<file path="src/rtl/sram_like_bridge_pkg.sv">
// Shared definitions for the sram-like bridge: FSM state codes, transfer sizes,
// kseg0/kseg1 window and the byte-strobe decode helper.
package sram_like_bridge_pkg;

    localparam logic [1:0] ST_IDLE = 2'd0;
    localparam logic [1:0] ST_ADDR = 2'd1;
    localparam logic [1:0] ST_DATA = 2'd2;
    localparam logic [1:0] ST_DONE = 2'd3;

    localparam logic [1:0] SIZE_B = 2'd0;
    localparam logic [1:0] SIZE_H = 2'd1;
    localparam logic [1:0] SIZE_W = 2'd2;

    // addr[31:30] of kseg0/kseg1; those windows collapse onto the low 512 MiB
    localparam logic [1:0] KSEG_SEL   = 2'b10;
    localparam int         KSEG_LOW_W = 29;

    typedef struct packed {
        logic       wr;
        logic [1:0] size;
        logic       err;
    } wen_dec_t;

    // Illegal strobe patterns still go out as a full-word write, flagged by err.
    function automatic wen_dec_t decode_wen(input logic [3:0] wen);
        wen_dec_t d;
        d.wr   = |wen;
        d.size = SIZE_W;
        d.err  = 1'b0;
        case (wen)
            4'b0000:                            d.size = SIZE_W;
            4'b0001, 4'b0010, 4'b0100, 4'b1000: d.size = SIZE_B;
            4'b0011, 4'b1100:                   d.size = SIZE_H;
            4'b1111:                            d.size = SIZE_W;
            default: begin
                d.size = SIZE_W;
                d.err  = 1'b1;
            end
        endcase
        return d;
    endfunction

endpackage

</file>
<file path="src/rtl/sram_like_bridge_chan.sv">
// One bridge channel: captures a CPU access, runs the req/addr_ok/data_ok
// handshake and holds the response in DONE until the whole pipeline may advance.
module sram_like_bridge_chan
    import sram_like_bridge_pkg::*;
#(
    parameter int ADDR_W   = 32,
    parameter bit MAP_KSEG = 1'b1
) (
    input  logic              clk,
    input  logic              rst,
    input  logic              cpu_en,
    input  logic [3:0]        cpu_wen,
    input  logic [ADDR_W-1:0] cpu_addr,
    input  logic [31:0]       cpu_wdata,
    input  logic              all_ready,
    output logic [31:0]       cpu_rdata,
    output logic              done,
    output logic              wen_err,
    output logic              bus_req,
    output logic              bus_wr,
    output logic [1:0]        bus_size,
    output logic [ADDR_W-1:0] bus_addr,
    output logic [31:0]       bus_wdata,
    input  logic              bus_addr_ok,
    input  logic              bus_data_ok,
    input  logic [31:0]       bus_rdata
);

    logic [1:0]        state_r;
    logic [1:0]        state_nx_s;
    logic              req_r;
    logic              wr_r;
    logic [1:0]        size_r;
    logic [ADDR_W-1:0] addr_r;
    logic [31:0]       wdata_r;
    logic [31:0]       rdata_r;
    logic              wen_err_r;
    logic [ADDR_W-1:0] mapped_addr_s;
    wen_dec_t          dec_s;
    logic              capture_s;
    logic              resp_s;

    // Strobe pattern decode
    always_comb dec_s = decode_wen(cpu_wen);

    if (MAP_KSEG) begin : g_map
        // Virtual-to-physical mapping of kseg0/kseg1; everything else passes through
        always_comb begin
            if (cpu_addr[31:30] == KSEG_SEL) begin
                mapped_addr_s = {ADDR_W{1'b0}};
                mapped_addr_s[KSEG_LOW_W-1:0] = cpu_addr[KSEG_LOW_W-1:0];
            end else begin
                mapped_addr_s = cpu_addr;
            end
        end
    end else begin : g_pass
        // No mapping: physical equals virtual
        always_comb mapped_addr_s = cpu_addr;
    end

    // Capture and response-accept strobes
    always_comb begin
        capture_s = (state_r == ST_IDLE) && cpu_en;
        resp_s    = ((state_r == ST_ADDR) && bus_addr_ok && bus_data_ok) ||
                    ((state_r == ST_DATA) && bus_data_ok);
    end

    // Next-state logic; data_ok alone in ADDR is a stale response and is ignored
    always_comb begin
        state_nx_s = state_r;
        case (state_r)
            ST_IDLE: begin
                if (cpu_en) state_nx_s = ST_ADDR;
                else        state_nx_s = ST_IDLE;
            end
            ST_ADDR: begin
                if (bus_addr_ok && bus_data_ok) state_nx_s = ST_DONE;
                else if (bus_addr_ok)           state_nx_s = ST_DATA;
                else                            state_nx_s = ST_ADDR;
            end
            ST_DATA: begin
                if (bus_data_ok) state_nx_s = ST_DONE;
                else             state_nx_s = ST_DATA;
            end
            ST_DONE: begin
                if (all_ready) state_nx_s = ST_IDLE;
                else           state_nx_s = ST_DONE;
            end
            default: state_nx_s = ST_IDLE;
        endcase
    end

    // State, request and capture registers
    always_ff @(posedge clk or posedge rst) begin
        if (rst) begin
            state_r   <= ST_IDLE;
            req_r     <= 1'b0;
            wr_r      <= 1'b0;
            size_r    <= 2'd0;
            addr_r    <= {ADDR_W{1'b0}};
            wdata_r   <= 32'h0000_0000;
            rdata_r   <= 32'h0000_0000;
            wen_err_r <= 1'b0;
        end else begin
            state_r   <= state_nx_s;
            req_r     <= (state_nx_s == ST_ADDR);
            wen_err_r <= capture_s && dec_s.err;
            if (capture_s) begin
                wr_r    <= dec_s.wr;
                size_r  <= dec_s.size;
                addr_r  <= mapped_addr_s;
                wdata_r <= cpu_wdata;
            end
            if (resp_s) begin
                rdata_r <= bus_rdata;
            end
        end
    end

    assign done      = (state_r == ST_DONE);
    assign cpu_rdata = rdata_r;
    assign wen_err   = wen_err_r;
    assign bus_req   = req_r;
    assign bus_wr    = wr_r;
    assign bus_size  = size_r;
    assign bus_addr  = addr_r;
    assign bus_wdata = wdata_r;

endmodule

</file>
<file path="src/rtl/sram_like_bridge.sv">
// NCH-channel CPU SRAM port to sram-like bus bridge; the pipeline stalls until
// every enabled channel has reached DONE.
module sram_like_bridge
    import sram_like_bridge_pkg::*;
#(
    parameter int NCH      = 2,
    parameter int ADDR_W   = 32,
    parameter bit MAP_KSEG = 1'b1
) (
    input  logic                  clk,
    input  logic                  rst,
    input  logic [NCH-1:0]        cpu_en,
    input  logic [4*NCH-1:0]      cpu_wen,
    input  logic [ADDR_W*NCH-1:0] cpu_addr,
    input  logic [32*NCH-1:0]     cpu_wdata,
    output logic [32*NCH-1:0]     cpu_rdata,
    output logic                  cpu_stall,
    output logic [NCH-1:0]        wen_err,
    output logic [NCH-1:0]        bus_req,
    output logic [NCH-1:0]        bus_wr,
    output logic [2*NCH-1:0]      bus_size,
    output logic [ADDR_W*NCH-1:0] bus_addr,
    output logic [32*NCH-1:0]     bus_wdata,
    input  logic [NCH-1:0]        bus_addr_ok,
    input  logic [NCH-1:0]        bus_data_ok,
    input  logic [32*NCH-1:0]     bus_rdata
);

    logic [NCH-1:0] done_s;
    logic           all_ready_s;

    for (genvar ch = 0; ch < NCH; ch++) begin : g_chan
        sram_like_bridge_chan #(
            .ADDR_W   (ADDR_W),
            .MAP_KSEG (MAP_KSEG)
        ) u_chan (
            .clk         (clk),
            .rst         (rst),
            .cpu_en      (cpu_en[ch]),
            .cpu_wen     (cpu_wen[4*ch +: 4]),
            .cpu_addr    (cpu_addr[ADDR_W*ch +: ADDR_W]),
            .cpu_wdata   (cpu_wdata[32*ch +: 32]),
            .all_ready   (all_ready_s),
            .cpu_rdata   (cpu_rdata[32*ch +: 32]),
            .done        (done_s[ch]),
            .wen_err     (wen_err[ch]),
            .bus_req     (bus_req[ch]),
            .bus_wr      (bus_wr[ch]),
            .bus_size    (bus_size[2*ch +: 2]),
            .bus_addr    (bus_addr[ADDR_W*ch +: ADDR_W]),
            .bus_wdata   (bus_wdata[32*ch +: 32]),
            .bus_addr_ok (bus_addr_ok[ch]),
            .bus_data_ok (bus_data_ok[ch]),
            .bus_rdata   (bus_rdata[32*ch +: 32])
        );
    end

    // A channel is ready when idle-by-CPU or finished; stall is combinational on cpu_en
    always_comb all_ready_s = &(~cpu_en | done_s);

    assign cpu_stall = ~all_ready_s;

endmodule

</file>
<file path="config.mk">
export PLATFORM = sky130hd
export DESIGN_NAME = sram_like_bridge
export DESIGN_NICKNAME = d
export VERILOG_FILES = /design/src/rtl/sram_like_bridge_pkg.sv /design/src/rtl/sram_like_bridge_chan.sv /design/src/rtl/sram_like_bridge.sv
export SDC_FILE = /design/constraint.sdc
export NUM_CORES = 1
export LEC_CHECK = 0
export ABC_AREA = 1
export CORE_AREA = 2 2 159 161
export CTS_BUF_LIST = sky130_fd_sc_hd__clkbuf_8
export DETAILED_ROUTE_END_ITERATION = 7
export DIE_AREA = 0 0 161 163
export PLACE_DENSITY = 0.72
export SETUP_SLACK_MARGIN = 0.05
export SLEW_MARGIN = 20
export SYNTH_ARGS = -nofsm -noshare
export SYNTH_HDL_FRONTEND = slang
export SYNTH_SLANG_ARGS = --single-unit
</file>
<file path="constraint.sdc">
create_clock -name clk -period 16.7 [get_ports clk]
set_clock_uncertainty 0.2 [all_clocks]
set_input_delay 2.505 -clock clk [delete_from_list [all_inputs] [get_ports clk]]
set_output_delay 2.505 -clock clk [all_outputs]
set_load 0.1 [all_outputs]
</file>
==> results of run 1 <==
==> worst min-delay path by stage <==
stage                                                      end                                  startpoint  slack, ps
CTS                  g_chan[1].u_chan.cpu_rdata[7]$_DFFE_PP0P_   g_chan[1].u_chan.cpu_rdata[7]$_DFFE_PP0P_        270
global placement    g_chan[0].u_chan.cpu_rdata[19]$_DFFE_PP0P_  g_chan[0].u_chan.cpu_rdata[19]$_DFFE_PP0P_        250
floorplan                  g_chan[0].u_chan.bus_wr$_DFFE_PP0P_         g_chan[0].u_chan.bus_wr$_DFFE_PP0P_        250
detailed placement   g_chan[1].u_chan.cpu_rdata[7]$_DFFE_PP0P_   g_chan[1].u_chan.cpu_rdata[7]$_DFFE_PP0P_        260
finish              g_chan[1].u_chan.cpu_rdata[27]$_DFFE_PP0P_  g_chan[1].u_chan.cpu_rdata[27]$_DFFE_PP0P_        270
global route         g_chan[1].u_chan.cpu_rdata[9]$_DFFE_PP0P_   g_chan[1].u_chan.cpu_rdata[9]$_DFFE_PP0P_        290
==> placed cells by master, fill, tap and decap left out <==
cell / instances
buf_4: 7
clkbuf_8: 40
clkdlybuf4s50_1: 410
clkinv_2: 4
clkinvlp_4: 3
dfrtp_1: 206
diode_2: 1
inv_1: 30
inv_2: 3
inv_8: 1
nand2_1: 538
nand2_2: 5
nand3_1: 72
nand3_2: 1
nand4_1: 1
nor2_1: 10
nor2_2: 2
nor3_1: 2
o21ai_0: 7
o21ai_1: 2
o21bai_1: 1
or2_1: 1
==> state kept, by name (all words and copies together) (netlist names) <==
register and count:
g_chan.u_chan.bus_addr 64, g_chan.u_chan.state_r 4, g_chan.u_chan.wen_err 2, g_chan.u_chan.cpu_rdata 64, g_chan.u_chan.bus_wr 2, g_chan.u_chan.bus_wdata 64
g_chan.u_chan.bus_size 4, g_chan.u_chan.bus_req 2
==> cells by family after synthesis <==
| family | Yosys count | share of synthesized area (%) |
|---|---|---|
| flip-flops | 206 | 63.66 |
| AND/OR/NAND/NOR | 632 | 30.79 |
| AO/OA/AOI/OAI | 10 | 0.6489 |
| buffers and inverters | 76 | 4.898 |
==> worst reg2reg max path: cells and delay by family (launching register included) <==
kind                   cells  cell delay [ps]
buffers and inverters      3             1290
flip-flops                 1              430
AND/OR/NAND/NOR            3              370
AO/OA/AOI/OAI              1              110
==> final cells by class <==
cell class	count	area [µm²]
flip-flops and latches	206	5155
multi-input cells	642	2546
clock inverters	19	87.58
well taps	330	412.9
inverters	22	90.09
clock buffers	40	550.5
fillers	2268	11670
repair buffers	417	4156
diodes	1	2.502
==> per-stage QoR <==
step,cell area (µm²),setup WS [ps]
3_5_place_dp,12360,9603
2_1_floorplan,8098,8371
5_1_grt,13000,9581
6_report,13000,9601
4_1_cts,13000,9596
3_3_place_gp,12360,9596
==> per-layer routing <==
| layer | up-vias | wire length, µm | GRT usage [%] | part of all wire (%) |
|---|---|---|---|---|
| met5 | - | 0 | 0 | 0 |
| met4 | 0 | 808 | 7.062 | 3.2 |
| met3 | 62 | 1763 | 4.787 | 6.9 |
| met2 | 297 | 12520 | 31.37 | 49 |
| met1 | 3454 | 10540 | 23.31 | 41 |
| li1 | 3622 | - | - | - |
==> impl_metrics.yaml, run 1 <==
status:
  status: "finished clean"
global_route:
  grt_pass1_vias: 7326
  overflow: 0
  track_usage_pct: 18.69
  grt_max_degree: 94
  antenna_found_initial: 1
  grt_pass1_wl_um: 39100
timing:
  max_slew_margin_pct: 26.79
  rsz0062_at_grt: "no"
  slew_viol_final: 0
  fin_crit_ps: 7099
  finalSetupViolCount: 0
  fmax_mhz: 140.9
  hold_violations: 0
  whs_ps: 267.8
  tightest_slew_ps: 1098
  fin_tns_setup_ps: 0
  min_period_over_period_pct: 42.51
worst_setup_path:
  crit_fanout: 3
  rr_startpoint: "g_chan[0].u_chan.state_r[1]$_DFF_PP0_"
  arrival_ps: 4390
  cp_cell_sequence: "clkdlybuf4s50_1 -> nand2_1 -> nand2_1 -> clkdlybuf4s50_1"
  critical-path-top-delay-family: "buffers and inverters"
  r2r-end: "g_chan[0].u_chan.bus_size[1]$_DFFE_PP0P_"
  rrSetupSlack_ps: 14170
  crit_start: "cpu_en[0]"
  start_kind: "input pin"
  worstSetupEndpoint: "cpu_stall"
  worst-path-stages: 4
  worstSetupEndpointType: "primary output"
  path_buf_inv: 2
  slowest_delay_ps: 1140
  worst-r2r-cell-count: 7
  critPathSlowestCell: "clkdlybuf4s50_1"
  required_ps: 13990
  crit_type: "input pin to primary output"
layout:
  finish.utilization_pct: 52.69
  instances_no_fill: 1677
  drive_gt1_share_pct: 4.903
  fin_nets: 1533
  area_growth_pct: 60.55
drt:
  num_vias: 7435
  viasPerCell: 4.434
  ant_nets: 0
  routedWlPerCell_um: 15.28
  remaining_drc_errors: 0
  dr.pass1.iters: 6
  drt_wl_total_um: 25630
  drtIter0Drc: 361
logic_synthesis:
  synth_fp_nets: 1132
  synth-seq-cells: 206
  synth_top_area_cell: "dfrtp_1"
  ys_warn_count: 0
  synth_top_area_share_pct: 63.66
  ys_top_cells_by_area: "dfrtp_1 64%, nand2_1 25%, nand3_1 4.4%, buf_4 1.7%, buf_2 1.4%"
  yosys.cell_count.top_type: "nand2_1"
  syn-instance-count: 924
  yosys-top-cells-count: "538 x nand2_1, 206 x dfrtp_1, 72 x nand3_1, 23 x buf_2, 19 x inv_1"
  yosysSeqAreaShare_pct: 63.66
  avgSynthCellArea_um2: 8.764
  synth_ff_type: "dfrtp_1"
  synth_edf_count: 0
  synth_cell_types: 20
  async_reset_ff_share_pct: 100.0
  syn_area_um2: 8098
placement:
  dp_hpwl_um: 17600
  dp_cells: 1617
  io_buffers: 410
  gp_congestion: 0.7974
floorplanning:
  rows: 58
  die_w_um: 161
  pin_count: 411
  die_y_um: 163
  initial_core_util_pct: 32.82
  die-area_um2: 26240
  coreArea_um2: 24670
clocking:
  cts_hold_buf: 0
  cts_setup_buffers: 0
  cts_resized: 0
  cts.sinks: 206
  path_clk_slew_ps: 60
  cts-buffers-inserted: 36
  htree_num_levels: 2
  cts_tree: "done"
  clock_path_buffers: 3
  cts_root_buf: "clkbuf_8"
  insertion_delay_ps: 510
flow_run:
  maxCapViolCount: 0
min_path:
  hold_path_class: "register to register"
  hold_path_depth: 2
Power of run 1 is not shown: default switching activity piles up to over one toggle a cycle in this logic, so the estimate is an artifact.
==> inputs of run 2 (changes only) <==
- CORE_AREA: 2 2 159 161 -> 2 2 160 162
- DIE_AREA: 0 0 161 163 -> 0 0 162 164
- PLACE_DENSITY: 0.72 -> 0.74
- clock period: 16.7 -> 6.5 ns (I/O delays scaled with it)
==> run 2 against run 1 <==
Critical path depth stayed put. Worst hold slack better by 1.2 ps. Die area is 1.2% higher. Sequential share of layout area is 0.099 points lower. Critical path type unchanged. Global-route usage is 0.61 points lower. Largest cell class unchanged.
==> impl_metrics.yaml, run 2 (synthesized netlist as in run 1, its figures left out) <==
status:
  status: "finished clean"
floorplanning:
  die_w_um: 162
  pin_count: 411
  rows: 58
  die_y_um: 164
  die-area_um2: 26570
  initial_core_util_pct: 32.63
  coreArea_um2: 24820
worst_setup_path:
  worstSetupEndpointType: "primary output"
  crit_type: "input pin to primary output"
  arrival_ps: 2790
  start_kind: "input pin"
  crit_fanout: 3
  required_ps: 5320
drt:
  viasPerCell: 4.442
  drt_wl_total_um: 25040
  routedWlPerCell_um: 14.93
  num_vias: 7449
  remaining_drc_errors: 0
  drtIter0Drc: 533
  ant_nets: 0
  dr.pass1.iters: 5
clocking:
  htree_num_levels: 2
  cts_hold_buf: 0
  cts_tree: "done"
  cts.sinks: 206
  cts_setup_buffers: 0
  cts_resized: 0
  path_clk_slew_ps: 60
  cts_root_buf: "clkbuf_8"
  cts-buffers-inserted: 36
  clock_path_buffers: 3
  insertion_delay_ps: 520
min_path:
  hold_path_class: "register to register"
timing:
  setup_slack_ps: 2534
  fin_crit_ps: 3966
  rsz0062_at_grt: "no"
  tightest_slew_ps: 1035
  slew_viol_final: 0
  min_period_over_period_pct: 61.01
  max_slew_margin_pct: 30.78
  finalSetupViolCount: 0
  hold_violations: 0
  fmax_mhz: 252.2
  fin_tns_setup_ps: 0
layout:
  num_antenna_cells: 0
  area_growth_pct: 60.96
  layout_commonest_cell: "nand2_1"
  final_cell_mix: "538 x nand2_1, 410 x clkdlybuf4s50_1, 206 x dfrtp_1"
  drive_gt1_share_pct: 5.048
  fin_nets: 1534
global_route:
  antenna_found_initial: 0
  overflow: 0
  grt_pass1_wl_um: 38690
  grt_pass1_vias: 7442
  grt_max_degree: 73
  track_usage_pct: 18.08
placement:
  io_buffers: 410
  place_ws_ps: 2537
  gp_congestion: 0.8127
  dp_hpwl_um: 17400
flow_run:
  maxCapViolCount: 0
## run 2: cell count changes in the layout (fill, tap and decap cells not counted)
cell and delta:
clkbuf_8 +3, inv_2 -2, buf_4 +1, clkinv_4 +1, diode_2 -1, inv_1 -1
inv_8 -1
## run 2: layer usage
| metal | part of all wire [%] | global-route usage (%) | routed length (µm) | up-vias |
|---|---|---|---|---|
| met3 | 8.2 | 5.177 | 2047 | 49 |
| met2 | 49 | 30.27 | 12250 | 300 |
| met4 | 2.6 | 6.516 | 647 | 0 |
| li1 | - | - | - | 3626 |
| met1 | 40 | 22.38 | 10100 | 3474 |
| met5 | 0 | 0 | 0 | - |
## run 2: worst paths after layout
| kind | start | to | slack, ps | cells past startpoint |
|---|---|---|---|---|
| max | cpu_en[0] | cpu_stall | 2530 | 4 |
| min | g_chan[0].u_chan.cpu_rdata[7]$_DFFE_PP0P_ | g_chan[0].u_chan.cpu_rdata[7]$_DFFE_PP0P_ | 270 | 2 |
| max reg2reg | g_chan[0].u_chan.state_r[1]$_DFF_PP0_ | g_chan[0].u_chan.bus_size[1]$_DFFE_PP0P_ | 3460 | 6 |
| min reg2reg | g_chan[0].u_chan.cpu_rdata[7]$_DFFE_PP0P_ | g_chan[0].u_chan.cpu_rdata[7]$_DFFE_PP0P_ | 270 | 2 |
| max in group asynchronous | rst | g_chan[1].u_chan.bus_addr[20]$_DFFE_PP0P_ | 4050 | 4 |
| min in group asynchronous | rst | g_chan[1].u_chan.state_r[1]$_DFF_PP0_ | 750 | 3 |
## run 2: area by class of cell
cell class                 count  area, µm²
sequential                   206       5155
inverter                      22      88.84
tap                          330      412.9
clock inverter                16      75.07
clock buffer                  43      591.8
fill                        2292      11790
timing repair buffer         418       4164
multi-input combinational    642       2546
## run 2: per-stage QoR
| step | util (%) | hold WS (ps) | std cells | cell area [µm²] |
|---|---|---|---|---|
| after CTS | 52.51 | 271.7 | 1677 | 13030 |
| final | 52.52 | 269.0 | 1677 | 13030 |
| after global routing | 52.52 | 286.3 | 1677 | 13030 |
| after detailed placement | 49.82 | 257.4 | 1618 | 12360 |
| after global placement | 49.82 | 252.4 | 1618 | 12360 |
| after floorplan | - | 250.0 | 924 | 8102 |
## run 2: worst max-delay path, stage by stage
cell and delay [ps]:
clkdlybuf4s50_1 530, nand2_1 90, nand2_1 70, clkdlybuf4s50_1 1130
Power of run 2 is left out for the same reason.
